--- config.mk ---
export PLATFORM = sky130hd
export DESIGN_NAME = cmd_dispatch_flat
export DESIGN_NICKNAME = d
export VERILOG_FILES = /design/src/rtl/cmd_dispatch_if.sv /design/src/rtl/cmd_dispatch.sv /design/src/flat_wrapper.sv
export SDC_FILE = /design/constraint.sdc
export NUM_CORES = 1
export LEC_CHECK = 0
export ABC_AREA = 1
export BUFFER_PORTS_ARGS = -buffer_cell sky130_fd_sc_hd__buf_2
export CAP_MARGIN = 0
export CORE_UTILIZATION = 52
export CTS_BUF_LIST = sky130_fd_sc_hd__clkbuf_4 sky130_fd_sc_hd__clkbuf_8
export CTS_CLUSTER_DIAMETER = 100
export CTS_CLUSTER_SIZE = 12
export DETAILED_ROUTE_END_ITERATION = 8
export GPL_TIMING_DRIVEN = 0
export PLACE_DENSITY = 0.76
export SLEW_MARGIN = 20
export SYNTH_ARGS = -nofsm -noshare
export SYNTH_HDL_FRONTEND = slang
export SYNTH_SLANG_ARGS = --single-unit
--- constraint.sdc ---
create_clock -name clk -period 1.7 [get_ports clk]
set_clock_uncertainty 0.1 [all_clocks]
set_input_delay 0.085 -clock clk [delete_from_list [all_inputs] [get_ports clk]]
set_output_delay 0.085 -clock clk [all_outputs]
set_load 0.02 [all_outputs]
--- src/rtl/cmd_dispatch_if.sv ---
// rtl/cmd_dispatch_if.sv - dispatcher bus: command intake, response byte, calibrate/move/tour handshakes
interface cmd_dispatch_if;
  logic        cmd_rdy;
  logic [15:0] cmd;
  logic        clr_cmd_rdy;
  logic        resp_trmt;
  logic [7:0]  resp_tx_data;
  logic        resp_tx_done;
  logic        cal_go;
  logic        cal_done;
  logic        move_go;
  logic [7:0]  move_hdg;
  logic [3:0]  move_sqrs;
  logic        move_done;
  logic        tour_go;
  logic [2:0]  tour_x;
  logic [2:0]  tour_y;
  logic        busy;
  logic        err;

  modport master (
    output cmd_rdy, cmd, resp_tx_done, cal_done, move_done,
    input  clr_cmd_rdy, resp_trmt, resp_tx_data, cal_go, move_go, move_hdg, move_sqrs,
           tour_go, tour_x, tour_y, busy, err
  );

  modport slave (
    input  cmd_rdy, cmd, resp_tx_done, cal_done, move_done,
    output clr_cmd_rdy, resp_trmt, resp_tx_data, cal_go, move_go, move_hdg, move_sqrs,
           tour_go, tour_x, tour_y, busy, err
  );
endinterface

--- src/rtl/cmd_dispatch.sv ---
// rtl/cmd_dispatch.sv - decodes 16-bit commands, launches calibrate/move/tour, returns one response byte
module cmd_dispatch #(
  parameter int TIMEOUT_CYC = 1048576
) (
  input  logic          clk,
  input  logic          rst_n,
  cmd_dispatch_if.slave bus
);
  localparam int CW = $clog2(TIMEOUT_CYC + 1);
  localparam logic [CW-1:0] LAST_WAIT = CW'(TIMEOUT_CYC - 1);

  typedef enum logic [2:0] {IDLE, DECODE, WAIT_CAL, WAIT_MOVE, RESP, RESP_WAIT} state_t;

  state_t          state, state_n;
  logic [3:0]      op_q;
  logic [7:0]      resp_q, resp_n;
  logic [7:0]      hdg_q;
  logic [3:0]      sqrs_q;
  logic [2:0]      tx_q, ty_q;
  logic [CW-1:0]   wait_cnt;
  logic            clr, cal_go, move_go, tour_go, trmt, err_p;
  logic            cnt_clr, cnt_inc, timed_out;

  assign timed_out = (wait_cnt == LAST_WAIT);

  always_comb begin
    state_n = state;
    resp_n  = resp_q;
    clr     = 1'b0;
    cal_go  = 1'b0;
    move_go = 1'b0;
    tour_go = 1'b0;
    trmt    = 1'b0;
    err_p   = 1'b0;
    cnt_clr = 1'b0;
    cnt_inc = 1'b0;
    case (state)
      IDLE: begin
        // rst_n gate keeps the consume strobe low while reset is held
        if (bus.cmd_rdy && rst_n) begin
          clr     = 1'b1;
          state_n = DECODE;
        end
      end
      DECODE: begin
        cnt_clr = 1'b1;
        case (op_q)
          4'h2: begin cal_go  = 1'b1; state_n = WAIT_CAL;  end
          4'h4: begin move_go = 1'b1; state_n = WAIT_MOVE; end
          4'h6: begin tour_go = 1'b1; resp_n = 8'hA5; state_n = RESP; end
          default: begin err_p = 1'b1; resp_n = 8'hEE; state_n = RESP; end
        endcase
      end
      WAIT_CAL: begin
        if (bus.cal_done) begin
          resp_n  = 8'h5A;
          state_n = RESP;
        end else if (timed_out) begin
          err_p   = 1'b1;
          resp_n  = 8'hEE;
          state_n = RESP;
        end else begin
          cnt_inc = 1'b1;
        end
      end
      WAIT_MOVE: begin
        if (bus.move_done) begin
          resp_n  = 8'hA5;
          state_n = RESP;
        end else if (timed_out) begin
          err_p   = 1'b1;
          resp_n  = 8'hEE;
          state_n = RESP;
        end else begin
          cnt_inc = 1'b1;
        end
      end
      RESP: begin
        trmt    = 1'b1;
        state_n = RESP_WAIT;
      end
      RESP_WAIT: if (bus.resp_tx_done) state_n = IDLE;
      default: state_n = IDLE;
    endcase
  end

  always_ff @(posedge clk or negedge rst_n) begin
    if (!rst_n) begin
      state    <= IDLE;
      op_q     <= '0;
      resp_q   <= '0;
      hdg_q    <= '0;
      sqrs_q   <= '0;
      tx_q     <= '0;
      ty_q     <= '0;
      wait_cnt <= '0;
    end else begin
      state  <= state_n;
      resp_q <= resp_n;
      if (cnt_clr)      wait_cnt <= '0;
      else if (cnt_inc) wait_cnt <= wait_cnt + CW'(1);
      // Parameters are captured at consume so they are already valid alongside the go strobe
      if (clr) begin
        op_q <= bus.cmd[15:12];
        if (bus.cmd[15:12] == 4'h4) begin
          hdg_q  <= bus.cmd[11:4];
          sqrs_q <= bus.cmd[3:0];
        end
        if (bus.cmd[15:12] == 4'h6) begin
          tx_q <= bus.cmd[6:4];
          ty_q <= bus.cmd[2:0];
        end
      end
    end
  end

  assign bus.clr_cmd_rdy  = clr;
  assign bus.resp_trmt    = trmt;
  assign bus.resp_tx_data = resp_q;
  assign bus.cal_go       = cal_go;
  assign bus.move_go      = move_go;
  assign bus.move_hdg     = hdg_q;
  assign bus.move_sqrs    = sqrs_q;
  assign bus.tour_go      = tour_go;
  assign bus.tour_x       = tx_q;
  assign bus.tour_y       = ty_q;
  assign bus.busy         = (state != IDLE);
  assign bus.err          = err_p;
endmodule

--- src/flat_wrapper.sv ---
// flat-port wrapper written by rule: the top's interface ports become plain ports
module cmd_dispatch_flat 
#(
  parameter int TIMEOUT_CYC = 1048576
)
  (clk, rst_n, bus_cmd_rdy, bus_cmd, bus_resp_tx_done, bus_cal_done, bus_move_done, bus_clr_cmd_rdy, bus_resp_trmt, bus_resp_tx_data, bus_cal_go, bus_move_go, bus_move_hdg, bus_move_sqrs, bus_tour_go, bus_tour_x, bus_tour_y, bus_busy, bus_err);
  cmd_dispatch_if bus_i ();
  input  logic clk;
  input  logic rst_n;
  input wire logic [$bits(bus_i.cmd_rdy)-1:0] bus_cmd_rdy;
  input wire logic [$bits(bus_i.cmd)-1:0] bus_cmd;
  input wire logic [$bits(bus_i.resp_tx_done)-1:0] bus_resp_tx_done;
  input wire logic [$bits(bus_i.cal_done)-1:0] bus_cal_done;
  input wire logic [$bits(bus_i.move_done)-1:0] bus_move_done;
  output wire logic [$bits(bus_i.clr_cmd_rdy)-1:0] bus_clr_cmd_rdy;
  output wire logic [$bits(bus_i.resp_trmt)-1:0] bus_resp_trmt;
  output wire logic [$bits(bus_i.resp_tx_data)-1:0] bus_resp_tx_data;
  output wire logic [$bits(bus_i.cal_go)-1:0] bus_cal_go;
  output wire logic [$bits(bus_i.move_go)-1:0] bus_move_go;
  output wire logic [$bits(bus_i.move_hdg)-1:0] bus_move_hdg;
  output wire logic [$bits(bus_i.move_sqrs)-1:0] bus_move_sqrs;
  output wire logic [$bits(bus_i.tour_go)-1:0] bus_tour_go;
  output wire logic [$bits(bus_i.tour_x)-1:0] bus_tour_x;
  output wire logic [$bits(bus_i.tour_y)-1:0] bus_tour_y;
  output wire logic [$bits(bus_i.busy)-1:0] bus_busy;
  output wire logic [$bits(bus_i.err)-1:0] bus_err;
  assign bus_i.cmd_rdy = bus_cmd_rdy;
  assign bus_i.cmd = bus_cmd;
  assign bus_i.resp_tx_done = bus_resp_tx_done;
  assign bus_i.cal_done = bus_cal_done;
  assign bus_i.move_done = bus_move_done;
  assign bus_clr_cmd_rdy = bus_i.clr_cmd_rdy;
  assign bus_resp_trmt = bus_i.resp_trmt;
  assign bus_resp_tx_data = bus_i.resp_tx_data;
  assign bus_cal_go = bus_i.cal_go;
  assign bus_move_go = bus_i.move_go;
  assign bus_move_hdg = bus_i.move_hdg;
  assign bus_move_sqrs = bus_i.move_sqrs;
  assign bus_tour_go = bus_i.tour_go;
  assign bus_tour_x = bus_i.tour_x;
  assign bus_tour_y = bus_i.tour_y;
  assign bus_busy = bus_i.busy;
  assign bus_err = bus_i.err;
  cmd_dispatch #(.TIMEOUT_CYC(TIMEOUT_CYC)) u_core (.clk(clk), .rst_n(rst_n), .bus(bus_i));
endmodule
### After elaboration in Yosys (flattened, before gate mapping)

Cells that the tools add are included.

| word-level totals | value |
|---|---|
| register bits after elaboration | 54 |
| output and inout port bits | 33 |

| cells by class | value |
|---|---|
| add/subtract/negate cells | 1 |
| equality and inequality tests | 14 |
| mux-type cells | 33 |
| reduce and logical (&&, ||, !) cells | 11 |

Operator list:

| operator | count |
|---|---|
| $mux 21 | 2 |
| $mux 8 | 3 |
| $pmux 8 s3 | 1 |
| $add 21x1->21 const B | 1 |
| $eq 21x20->1 const B | 1 |
| $pmux 3 s6 | 1 |
| $mux 1 | 17 |
| $eq 4x3->1 const B | 4 |
| $pmux 8 s2 | 1 |
| $mux 3 | 5 |
| $reduce_and 2->1 | 4 |
| $eq 3x2->1 const B | 2 |
| $eq 3x3->1 const B | 2 |
| $pmux 3 s2 | 1 |
| $reduce_bool 3->1 | 2 |
| $eq 4x2->1 const B | 1 |
| $ne 2x2->1 const B | 2 |
| $eq 3x1->1 const B | 1 |
| $logic_not 3->1 | 1 |
| $pmux 1 s3 | 1 |
| $reduce_or 3->1 | 1 |
| $ne 2x1->1 const B | 1 |
| $pmux 1 s2 | 1 |
| $reduce_bool 2->1 | 1 |
| 2 further kinds | 2 |

### Depth between registers and ports, before layout

Gate-level depths: netlist of run 1.

| depth | value |
|---|---|
| word-level depth | 6 |
| mapped depth | 12 |
| gate-level depth less buffers | 12 |

### Worst setup path before layout of run 1

OpenSTA, ideal clock, no wires.

| timing | value |
|---|---|
| path type | register -> register |
| from | reg u_core.wait_cnt[0] |
| to | reg u_core.wait_cnt[14] |
| setup time | 117 ps |
| data arrival time | 1,626 ps |
| data required time | 1,483 ps |
| path slack | -142 ps |
| cell stages (with the launch flop) | 12 |
| clock period less this slack | 1,842 ps |
| cell sequence | dfrtp_1 -> ha_1 -> nand2_2 -> nor2_4 -> nand2_4 -> nor2_8 -> nand2_4 -> nand2_8 -> nand2_4 -> buf_6 -> nand3_2 -> nand2_1 |

| between the ends | value |
|---|---|
| longest elaborated chain between the ends | 5 |

RTL lines:

| element | RTL line | source |
|---|---|---|
| start: declaration | cmd_dispatch.sv:20 | `logic [CW-1:0] wait_cnt;` |
| start signal: assignment | cmd_dispatch.sv:101 | `else if (cnt_inc) wait_cnt <= wait_cnt + CW'(1);` |
| parallel branches: the longest is 5 deep, another holds $add 21x1->21 | -- |  |

Parallel ways; which one is timed is not known. The select of a mux whose other input is x is not followed.
A chain may end at the register's enable or synchronous reset.

### Final worst setup path of run 1

| timing | value |
|---|---|
| from | reg u_core.op_q[3] |
| to | out bus_err |

| between the ends | value |
|---|---|
| longest elaborated chain between the ends | 4 |

RTL lines:

| element | RTL line | source |
|---|---|---|
| start: declaration | cmd_dispatch.sv:15 | `logic [3:0] op_q;` |
| start signal: assignment | cmd_dispatch.sv:104 | `op_q <= bus.cmd[15:12];` |
| $eq 4x3->1 / $eq 4x2->1 (equally long branches) | cmd_dispatch.sv:47 | `case (op_q)` |
| $reduce_or 3->1 (no source line) * | -- |  |
| $mux 1 * | cmd_dispatch.sv:47 |  |
| $pmux 1 s3 * | cmd_dispatch.sv:37 | `case (state)` |
| end: declaration | flat_wrapper.sv:26 | `output wire logic [$bits(bus_i.err)-1:0] bus_err;` |

Mark *: on every way between the ends. The rest lies on a longest branch, timed or not.

==> impl_metrics.csv, run 1 <==
group,metric,value,unit
layout,fillCellCount,289,
routing,drt_iter0_drc,310,
routing,drt_wl_total,9600,um
layout,drive_gt1_share,40.6,%
sta,worst_hold_slack,-0.310,ns
logic_synthesis,ys_async_sr_fraction,100,%
logic_synthesis,synth_compound_area_share,8.00,%
job,max_cap_viol_count,0,
setup_path,cp_max_fo,2,
layout,fin_nets,517,
sta,period_share,111,%
setup_path,cp-start-kind,"register",
logic_synthesis,synth_top_area_share,46.9,%
status,violations,"hold timing, setup timing",
routing,vias,3223,
clock_tree,cts_sinks,54,
layout,diodes,0,
hold_path,hp-class,"in2async",
floorplan,coreArea,5200,um2
routing,final_antenna_net_count,0,
sta,fin_tns_setup,-2.25,ns
logic_synthesis,synth-adder-area-share,0.435,%
floorplan,start_util,55.3,%
logic_synthesis,syn_avg_cell_area,7.82,um2
routing,avgViaCountPerCell,5.70,
status,status,"finished, violations left",
logic_synthesis,synth_top_flop_cell,"dfrtp_1",
global_route,grt.overflow.total,0,
global_route,grtUsageTotal,27.8,%
sta,finalHoldViolations,54,
floorplan,die_h,76.4,um
floorplan,rows,26,
setup_path,cp.arrival,1.71,ns
global_route,grt_pass1_wl,13000,um
logic_synthesis,yosysWarningCount,0,
place,port_buffers,54,
routing,first_pass_iters,5,
logic_synthesis,yosysSeqAreaShare,46.9,%
power,power_density,1300,nW/um2
place,dp_slack,-0.254,ns
logic_synthesis,syn_nets,391,
logic_synthesis,yosys.area_share.simple,32.5,%
setup_path,crit_type,"reg2out",
logic_synthesis,synth_edf_count,0,
routing,wl_per_cell,17.0,um
place,gp_congestion,0.888,
power,peakVddDrop,0.000744,V
place,dp_hpwl,4630,um
logic_synthesis,synth_top_family_by_area,"simple AND/OR/NAND/NOR gates",
setup_path,critPathRequiredTime,1.51,ns
global_route,grt_max_degree,57,
sta,rsz0062_at_grt,"true",
power,p_leak,2.20,nW
power,finalPower,5.63,mW
logic_synthesis,synthTopCellsByArea,"dfrtp_1 (47%), nand2_1 (16%), nor2_1 (5.9%)",
setup_path,end_kind,"output pin",
floorplan,die_x,76.4,um
logic_synthesis,synth.top_cells.by_count,"nand2_1 (120), dfrtp_1 (54), nor2_1 (45)",
logic_synthesis,synth-seq-cells,54,
sta,slew_headroom,53.3,%
logic_synthesis,yosysTopAreaCell,"dfrtp_1",
clock_tree,clk_path_buf_depth,2,
clock_tree,cts_buffers,5,
logic_synthesis,synth_most_common_cell,"nand2_1",
logic_synthesis,synthesis.area,2880,um2
sta,worst_slack,-0.194,ns
routing,route.detailed.drc,0,
sta,fmax,528,MHz
floorplan,num_io_pins,55,
clock_tree,clk_latency,0.33,ns
layout,syn_to_final_growth,50.0,%
clock_tree,cts_hold_buf,20,
logic_synthesis,synth_xor_area_share,2.74,%
clock_tree,cts-root-buf,"clkbuf_8",
sta,min_period,1.89,ns
global_route,grt_pass1_vias,2924,
clock_tree,cts_tree,"done",
global_route,antenna_found_initial,0,
logic_synthesis,ys_types,33,
clock_tree,h-tree-depth,2,
sta,setup_viol,33,
floorplan,die_area,5840,um2
sta,worst-slew-pin-transition,0.701,ns
logic_synthesis,synth_mux_area_share,2.35,%
sta,maxSlewViolCount,0,
clock_tree,clkTransAtPathRegs,0.11,ns
logic_synthesis,synth_cells,368,
[cell type report]
type | count | area, um2 | share of cell area [%]
multi-input cells | 266 | 1590 | 36.9
clock buffers | 5 | 68.8 | 1.59
repair buffers | 118 | 891 | 20.6
plain buffers | 6 | 76.3 | 1.77
clock inverters | 3 | 45.0 | 1.04
well taps | 70 | 87.6 | 2.03
inverters | 42 | 183 | 4.23
flip-flops and latches | 54 | 1360 | 31.5
repair inverters | 1 | 16.3 | 0.377
[kinds of logic (layout without fill, tap and decap cells)]
| family | after synthesis | count (layout) |
|---|---|---|
| AND/OR/NAND/NOR | 210 | 210 |
| buffers and inverters | 48 | 175 |
| adder cells (fa/ha/maj) | 1 | 1 |
| flip-flops | 54 | 54 |
| AO/OA/AOI/OAI | 40 | 40 |
| multiplexers | 6 | 6 |
| XOR/XNOR | 9 | 9 |
[critical path: stages, from the launching register on]
cell     delay [ns]
dfrtp_1        0.40
nor2_1         0.22
nand3_1        0.19
nand2_2        0.14
nor2_2         0.05
a32o_2         0.25
buf_6          0.13
[layout by cell type, fill, tap and decap left out, types with 3 or more instances in the layout]
cell and n:
inv_2 3, inv_1 36, nand2_8 3, xor2_1 4, nand3_2 4, o21ai_1 5, nor2_1 32, nand2_2 25
mux2_2 6, o21ai_2 6, xnor2_1 5, nor2_4 10, dlygate4sd3_1 20, a21oi_1 5, o21ai_0 18, clkbuf_8 5
nor2_2 5, nand2_4 6, dfrtp_2 6, nand3_1 18, nand2_1 91, buf_2 48, buf_12 3, nand4_1 10
buf_6 11, dfrtp_1 48, buf_4 39
[registers in the layout, indices dropped and copies added (netlist names)]
signal / flops
u_core.op_q: 4
u_core.bus.tour_y: 3
u_core.state: 3
u_core.bus.move_hdg: 8
u_core.bus.resp_tx_data: 8
u_core.bus.move_sqrs: 4
u_core.wait_cnt: 21
u_core.bus.tour_x: 3
[where the power goes]
part / internal [mW] / switching (mW)
logic: 1.17 / 1.78
clock network: 0.439 / 0.470
registers: 1.56 / 0.204
total: 3.18 / 2.45
[repair_timing]
| item | in CTS | in global routing |
|---|---|---|
| setup endpoints to repair | 48 | 46 |
| gates cloned | 3 | 0 |
| buffers inserted | 18 | 24 |
| gates resized for setup | 54 | 65 |
| endpoints found under the hold margin | 79 | 54 |
| pin swaps | 15 | 9 |
[worst paths after layout]
kind | startpoint | end | slack [ns] | cells past startpoint
worst max-delay path | u_core.op_q[3] | bus_err | -0.19 | 6
worst min-delay path | rst_n | u_core.wait_cnt[18] | -0.31 | 1
worst max register to register | u_core.wait_cnt[4] | u_core.wait_cnt[8] | -0.14 | 11
worst min register to register | u_core.bus.tour_x[0] | u_core.bus.tour_x[0] | 0.39 | 2
max in group asynchronous | rst_n | u_core.wait_cnt[16] | 1.30 | 1
min in group clk | rst_n | u_core.state[0] | 0.39 | 3
[per-layer routing]
layer | track usage, % | wire length, um | vias to the layer above | share of wire (%)
li1 | - | - | 1420 | -
met1 | 33.9 | 3500 | 1516 | 36
met2 | 48.3 | 4830 | 217 | 50
met3 | 5.27 | 741 | 70 | 7.7
met4 | 11.0 | 530 | 0 | 5.5
met5 | 0 | 0 | - | 0
[stage by stage]
step                hold slack, ns  cells  cell area [um2]  utilization (%)
floorplan                   -0.311    368             2910                -
global placement             0.211    492             3270             62.8
detailed placement          0.0733    492             3270             62.9
CTS                         -0.270    541             3930             75.5
global route                -0.249    565             4320             83.0
finish                      -0.310    565             4320             83.0
(Power assumes the default switching activity.)
==> run 2, diff against run 1 <==
Settings changed: ABC_AREA 1 to default, CORE_UTILIZATION 52 to 51, PLACE_DENSITY 0.76 to 0.75.
==> impl_metrics.csv, run 2 <==
group,metric,value,unit
global_route,antenna_found_initial,0,
logic_synthesis,synth_top_flop_cell,"dfrtp_1",
logic_synthesis,synth_top_area_share,52.0,%
power,internal_power,3.29,mW
routing,final_antenna_net_count,0,
routing,drt_iter0_drc,366,
place,port_buffers,54,
layout,mostFrequentLayoutCells,"buf_4 (59), dfrtp_1 (49), buf_2 (46)",
layout,fillCellCount,142,
logic_synthesis,yosysTopAreaCell,"dfrtp_1",
power,p_leak,2.03,nW
power,swShare,41.8,%
clock_tree,cts_sinks,54,
clock_tree,clk_path_buf_depth,2,
sta,period_share,137,%
layout,utilization,94.2,%
routing,first_pass_iters,7,
global_route,grt_pass1_vias,2653,
layout,fin_cells,466,
sta,worst-slew-pin-transition,0.709,ns
layout,final_common_cell,"buf_4",
routing,avgViaCountPerCell,6.89,
logic_synthesis,syn_nets,269,
layout,syn_to_final_growth,74.8,%
global_route,grt_pass1_wl,13700,um
logic_synthesis,ys_types,45,
global_route,grt_max_degree,56,
clock_tree,clk_latency,0.33,ns
logic_synthesis,yosysSeqAreaShare,52.0,%
clock_tree,h-tree-depth,2,
layout,fin_nets,420,
routing,drt_wl_total,12600,um
power,pwr-share-comb,50.8,%
place,dp_hpwl,4070,um
clock_tree,cts_tree,"done",
layout,top_register,"u_core.wait_cnt",
logic_synthesis,synth-seq-cells,54,
floorplan,die_h,73.4,um
routing,wl_per_cell,27.0,um
sta,worst_hold_slack,-0.318,ns
setup_path,ff2ff_setup_slack,-0.63,ns
clock_tree,cts-root-buf,"clkbuf_8",
clock_tree,cts_buffers,5,
floorplan,start_util,53.9,%
place,dp_cells,367,
logic_synthesis,syn_avg_cell_area,10.6,um2
setup_path,crit_type,"reg2reg",
setup_path,cp-start-kind,"register",
setup_path,end_kind,"register",
logic_synthesis,synth_edf_count,0,
sta,rsz0062_at_grt,"true",
power,power.share.clock,16.4,%
logic_synthesis,synth.top_cells.by_count,"dfrtp_1 (54), mux2_2 (22), nand2_1 (20)",
sta,min_period,2.33,ns
logic_synthesis,ys_async_sr_fraction,100,%
floorplan,rows,25,
logic_synthesis,synthesis.area,2600,um2
setup_path,cp.arrival,2.49,ns
status,violations,"hold timing, setup timing",
floorplan,die_area,5380,um2
sta,setup_viol,60,
global_route,grt.overflow.total,0,
setup_path,critPathRequiredTime,1.86,ns
power,finalPower,5.65,mW
layout,largest_reg_flops,21,
power,p_sw,2.36,mW
place,gp_congestion,0.778,
hold_path,hp-class,"in2async",
logic_synthesis,synth_most_common_cell,"dfrtp_1",
sta,slew_headroom,52.7,%
setup_path,cp_max_fo,5,
status,status,"finished, violations left",
power,power_density,1240,nW/um2
sta,fmax,430,MHz
floorplan,coreArea,4820,um2
logic_synthesis,synth_cells,246,
global_route,grtUsageTotal,34.4,%
logic_synthesis,yosysWarningCount,0,
job,max_cap_viol_count,0,
floorplan,num_io_pins,55,
routing,vias,3213,
clock_tree,clkTransAtPathRegs,0.11,ns
floorplan,die_x,73.4,um
logic_synthesis,synthTopCellsByArea,"dfrtp_1 (52%), mux2_2 (9.5%), o31ai_1 (3.5%)",
power,peakVddDrop,0.000859,V
power,seq_power_share,32.8,%
layout,drive_gt1_share,62.8,%
sta,worst_slack,-0.626,ns
sta,maxSlewViolCount,0,
routing,route.detailed.drc,0,
clock_tree,cts_hold_buf,17,
sta,finalHoldViolations,54,
## run 2: changes by cell type after synthesis, sizes merged, moves of 5 or more
cell,change
mux2,+16
inv,-33
or4,+9
o21ai,-19
o31ai,+10
o211ai,+5
nor4,+5
nand3,-10
or3,+8
nor2,-35
a21oi,+7
nand2,-105
## run 2: timing repair
item	4_1_cts	5_1_grt
cloned	1	1
resized for setup	59	82
setup buffers	49	33
setup endpoints to repair	55	61
endpoints found under the hold margin	77	54
pin swaps	21	35
## run 2: final cells by class
cell class | count | area, um2 | area share (%)
plain buffers | 4 | 62.6 | 1.38
multi-input cells | 173 | 1710 | 37.6
well taps | 67 | 83.8 | 1.85
repair buffers | 150 | 1170 | 25.9
inverters | 9 | 38.8 | 0.855
flip-flops and latches | 54 | 1360 | 29.9
diodes | 1 | 2.50 | 0.0551
clock buffers | 5 | 68.8 | 1.52
clock inverters | 3 | 43.8 | 0.965
## run 2: path summary, 6_finish.rpt
check,start,end,depth (start not counted)
max,u_core.wait_cnt[3],u_core.wait_cnt[17],5
min,rst_n,u_core.wait_cnt[15],1
max reg2reg,u_core.wait_cnt[3],u_core.wait_cnt[17],5
min reg2reg,u_core.bus.resp_tx_data[6],u_core.bus.resp_tx_data[6],1
max in group asynchronous,rst_n,u_core.wait_cnt[5],1
min in group clk,bus_cal_done,u_core.bus.resp_tx_data[4],3
## run 2: cell families after synthesis
family | Yosys count | synth area share [%]
buf+inv | 19 | 3.23
xor+xnor | 5 | 1.69
compound gates | 53 | 13.1
mux | 22 | 9.54
fa+ha+maj | 1 | 0.482
simple gates | 92 | 19.9
flops | 54 | 52.0
## run 2: worst max-delay path: stages, from the launching register on
cell and delay (ns):
dfrtp_1 0.41, nand4_1 0.14, or3_4 0.43, or4_4 0.59, or4_1 0.45, a21oi_2 0.14
## run 2: layer usage
| layer | vias to the layer above | GRT usage (%) | routed length [um] |
|---|---|---|---|
| li1 | 1207 | - | - |
| met3 | 136 | 8.50 | 1330 |
| met5 | - | 0 | 0 |
| met4 | 0 | 12.8 | 1140 |
| met1 | 1541 | 44.3 | 4320 |
| met2 | 329 | 56.4 | 5770 |
## run 2: power by group through the flow
| stage | Combinational (mW) | Clock [mW] | Sequential (mW) |
|---|---|---|---|
| 6_report | 2.87 | 0.927 | 1.85 |
| 5_1_grt | 2.96 | 0.968 | 1.86 |
| 3_5_place_dp | 1.61 | 0 | 1.77 |
| 3_3_place_gp | 1.57 | 0 | 1.77 |
| 2_1_floorplan | 0.908 | 0 | 1.98 |
| 4_1_cts | 2.06 | 0.902 | 1.75 |
## run 2: per-stage QoR
| stage | hold slack (ns) | TNS (ns) | worst slack [ns] | instance area (um2) |
|---|---|---|---|---|
| final | -0.318 | -20.44 | -0.626 | 4540 |
| after global routing | -0.238 | -24.54 | -0.717 | 4540 |
| after CTS | -0.264 | -12.28 | -0.597 | 4030 |
| after detailed placement | 0.0721 | -21.90 | -0.780 | 3100 |
| after global placement | 0.217 | -29.92 | -1.08 | 3100 |
| after floorplan | -0.311 | -9.29 | -0.472 | 2740 |
==> run 3, diff against run 2 <==
Settings changed: PLACE_DENSITY 0.75 to 0.77, SKIP_LAST_GASP from default to 1.
==> impl_metrics.csv, run 3 (synthesis gave the netlist of run 2 again) <==
group,metric,value,unit
routing,wl_per_cell,27.0,um
clock_tree,cts_hold_buf,17,
setup_path,r2r_end,"u_core.state[0]",
setup_path,crit_type,"reg2reg",
floorplan,die_area,5380,um2
layout,final_area,4480,um2
power,power_density,1210,nW/um2
clock_tree,clk_latency,0.33,ns
sta,worst-slew-pin-transition,0.851,ns
power,finalPower,5.42,mW
setup_path,critPathRequiredTime,1.74,ns
sta,slew_headroom,42.5,%
layout,fin_nets,416,
power,peakVddDrop,0.000908,V
place,gp_congestion,0.788,
layout,drive_gt1_share,61.4,%
setup_path,ff2ff_setup_slack,-0.75,ns
sta,rsz0062_at_grt,"true",
sta,fmax,408,MHz
floorplan,num_io_pins,55,
place,dp_hpwl,4130,um
global_route,grtUsageTotal,35.2,%
status,status,"finished, violations left",
clock_tree,h-tree-depth,2,
sta,period_share,144,%
routing,vias,3106,
job,max_cap_viol_count,0,
layout,largest_reg_flops,21,
sta,min_period,2.45,ns
global_route,grt.overflow.total,0,
place,dp_slack,-0.710,ns
layout,mostFrequentLayoutCells,"buf_4 (53), dfrtp_1 (51), buf_2 (47)",
clock_tree,cts_sinks,54,
floorplan,coreArea,4820,um2
routing,drt_iter0_drc,320,
power,p_leak,1.99,nW
global_route,antenna_found_initial,1,
clock_tree,clkTransAtPathRegs,0.12,ns
sta,setup_viol,60,
layout,diodes,0,
sta,worst_hold_slack,-0.317,ns
layout,fin_cells,461,
setup_path,cp_max_fo,5,
clock_tree,cts_buffers,5,
routing,first_pass_iters,5,
sta,fin_tns_setup,-19.50,ns
setup_path,crit_buf_inv,6,
routing,route.detailed.drc,0,
routing,avgViaCountPerCell,6.74,
setup_path,crit_chain,"nand4_1 -> or3_4 -> buf_4 -> buf_6 -> buf_6 -> nor4_4 -> buf_6 -> buf_6 -> buf_4 -> o41ai_1",
layout,utilization,93.0,%
setup_path,crit_family,"compound AO/OA/AOI/OAI gates",
routing,drt_wl_total,12500,um
global_route,grt_pass1_wl,13900,um
clock_tree,clk_path_buf_depth,2,
sta,finalHoldViolations,54,
hold_path,hp-class,"in2async",
setup_path,reg2reg_from,"u_core.wait_cnt[9]",
clock_tree,cts-root-buf,"clkbuf_8",
floorplan,start_util,53.9,%
status,violations,"hold timing, setup timing",
floorplan,rows,25,
place,dp_cells,367,
setup_path,max_stage_delay,0.69,ns
place,dpl_cell_area,3100,um2
global_route,grt_max_degree,56,
layout,final_common_cell,"buf_4",
sta,maxSlewViolCount,0,
global_route,grt_pass1_vias,2768,
setup_path,end_kind,"register",
setup_path,cp-start-kind,"register",
setup_path,crit_top_cell,"buf_6",
floorplan,die_h,73.4,um
place,port_buffers,54,
sta,worst_slack,-0.753,ns
setup_path,slowest_stage,"o41ai_1",
layout,syn_to_final_growth,72.6,%
clock_tree,cts_tree,"done",
layout,top_register,"u_core.wait_cnt",
routing,final_antenna_net_count,0,
setup_path,cp.arrival,2.49,ns
setup_path,rr_worst_depth,10,
floorplan,die_x,73.4,um
## run 3: changes by cell type in the layout (fill, tap and decap cells not counted), moves of 3 or more
cell     before  now
o21ai_0       6    3
buf_4        59   53
mux2_4       17   14
mux2_2        5    8
## run 3: how the worst max path moves through the flow
stage	startpoint	endpoint	slack (ns)	cells after the start
CTS	u_core.wait_cnt[9]	bus_err	-0.59	6
global placement	rst_n	u_core.bus.move_hdg[2]	-1.08	6
detailed placement	u_core.wait_cnt[5]	u_core.wait_cnt[9]	-0.71	6
global route	u_core.wait_cnt[9]	u_core.state[0]	-0.90	10
finish	u_core.wait_cnt[9]	u_core.state[0]	-0.75	10
floorplan	u_core.wait_cnt[5]	u_core.wait_cnt[15]	-0.47	6
## run 3: metal layers
layer / up-vias / share of wire (%) / GRT usage, % / wire length [um]
met3: 118 / 10 / 8.09 / 1270
met2: 288 / 46 / 57.8 / 5730
met5: - / 0.10 / 0 / 13
li1: 1201 / - / - / -
met4: 2 / 8.2 / 23.5 / 1020
met1: 1497 / 36 / 41.1 / 4430
## run 3: final cells by class
| cell class | count | area (um2) |
|---|---|---|
| fillers | 152 | 335 |
| multi-input cells | 173 | 1710 |
| well taps | 67 | 83.8 |
| clock buffers | 6 | 82.6 |
| repair buffers | 144 | 1110 |
| clock inverters | 2 | 16.3 |
| inverters | 9 | 36.3 |
| plain buffers | 6 | 87.6 |
| flip-flops and latches | 54 | 1360 |
## run 3: report_power, final
group          total [mW]  internal, mW  switching (mW)
registers            1.85          1.56           0.286
clock network       0.837         0.337           0.500
logic                2.74          1.17            1.56
## run 3: timing repair
item,4_1_cts,5_1_grt
endpoints found under the hold margin,77,54
setup buffers,49,28
endpoints found under the setup margin,56,59
cloned,1,1
resized for setup,59,79
pin swaps,18,38
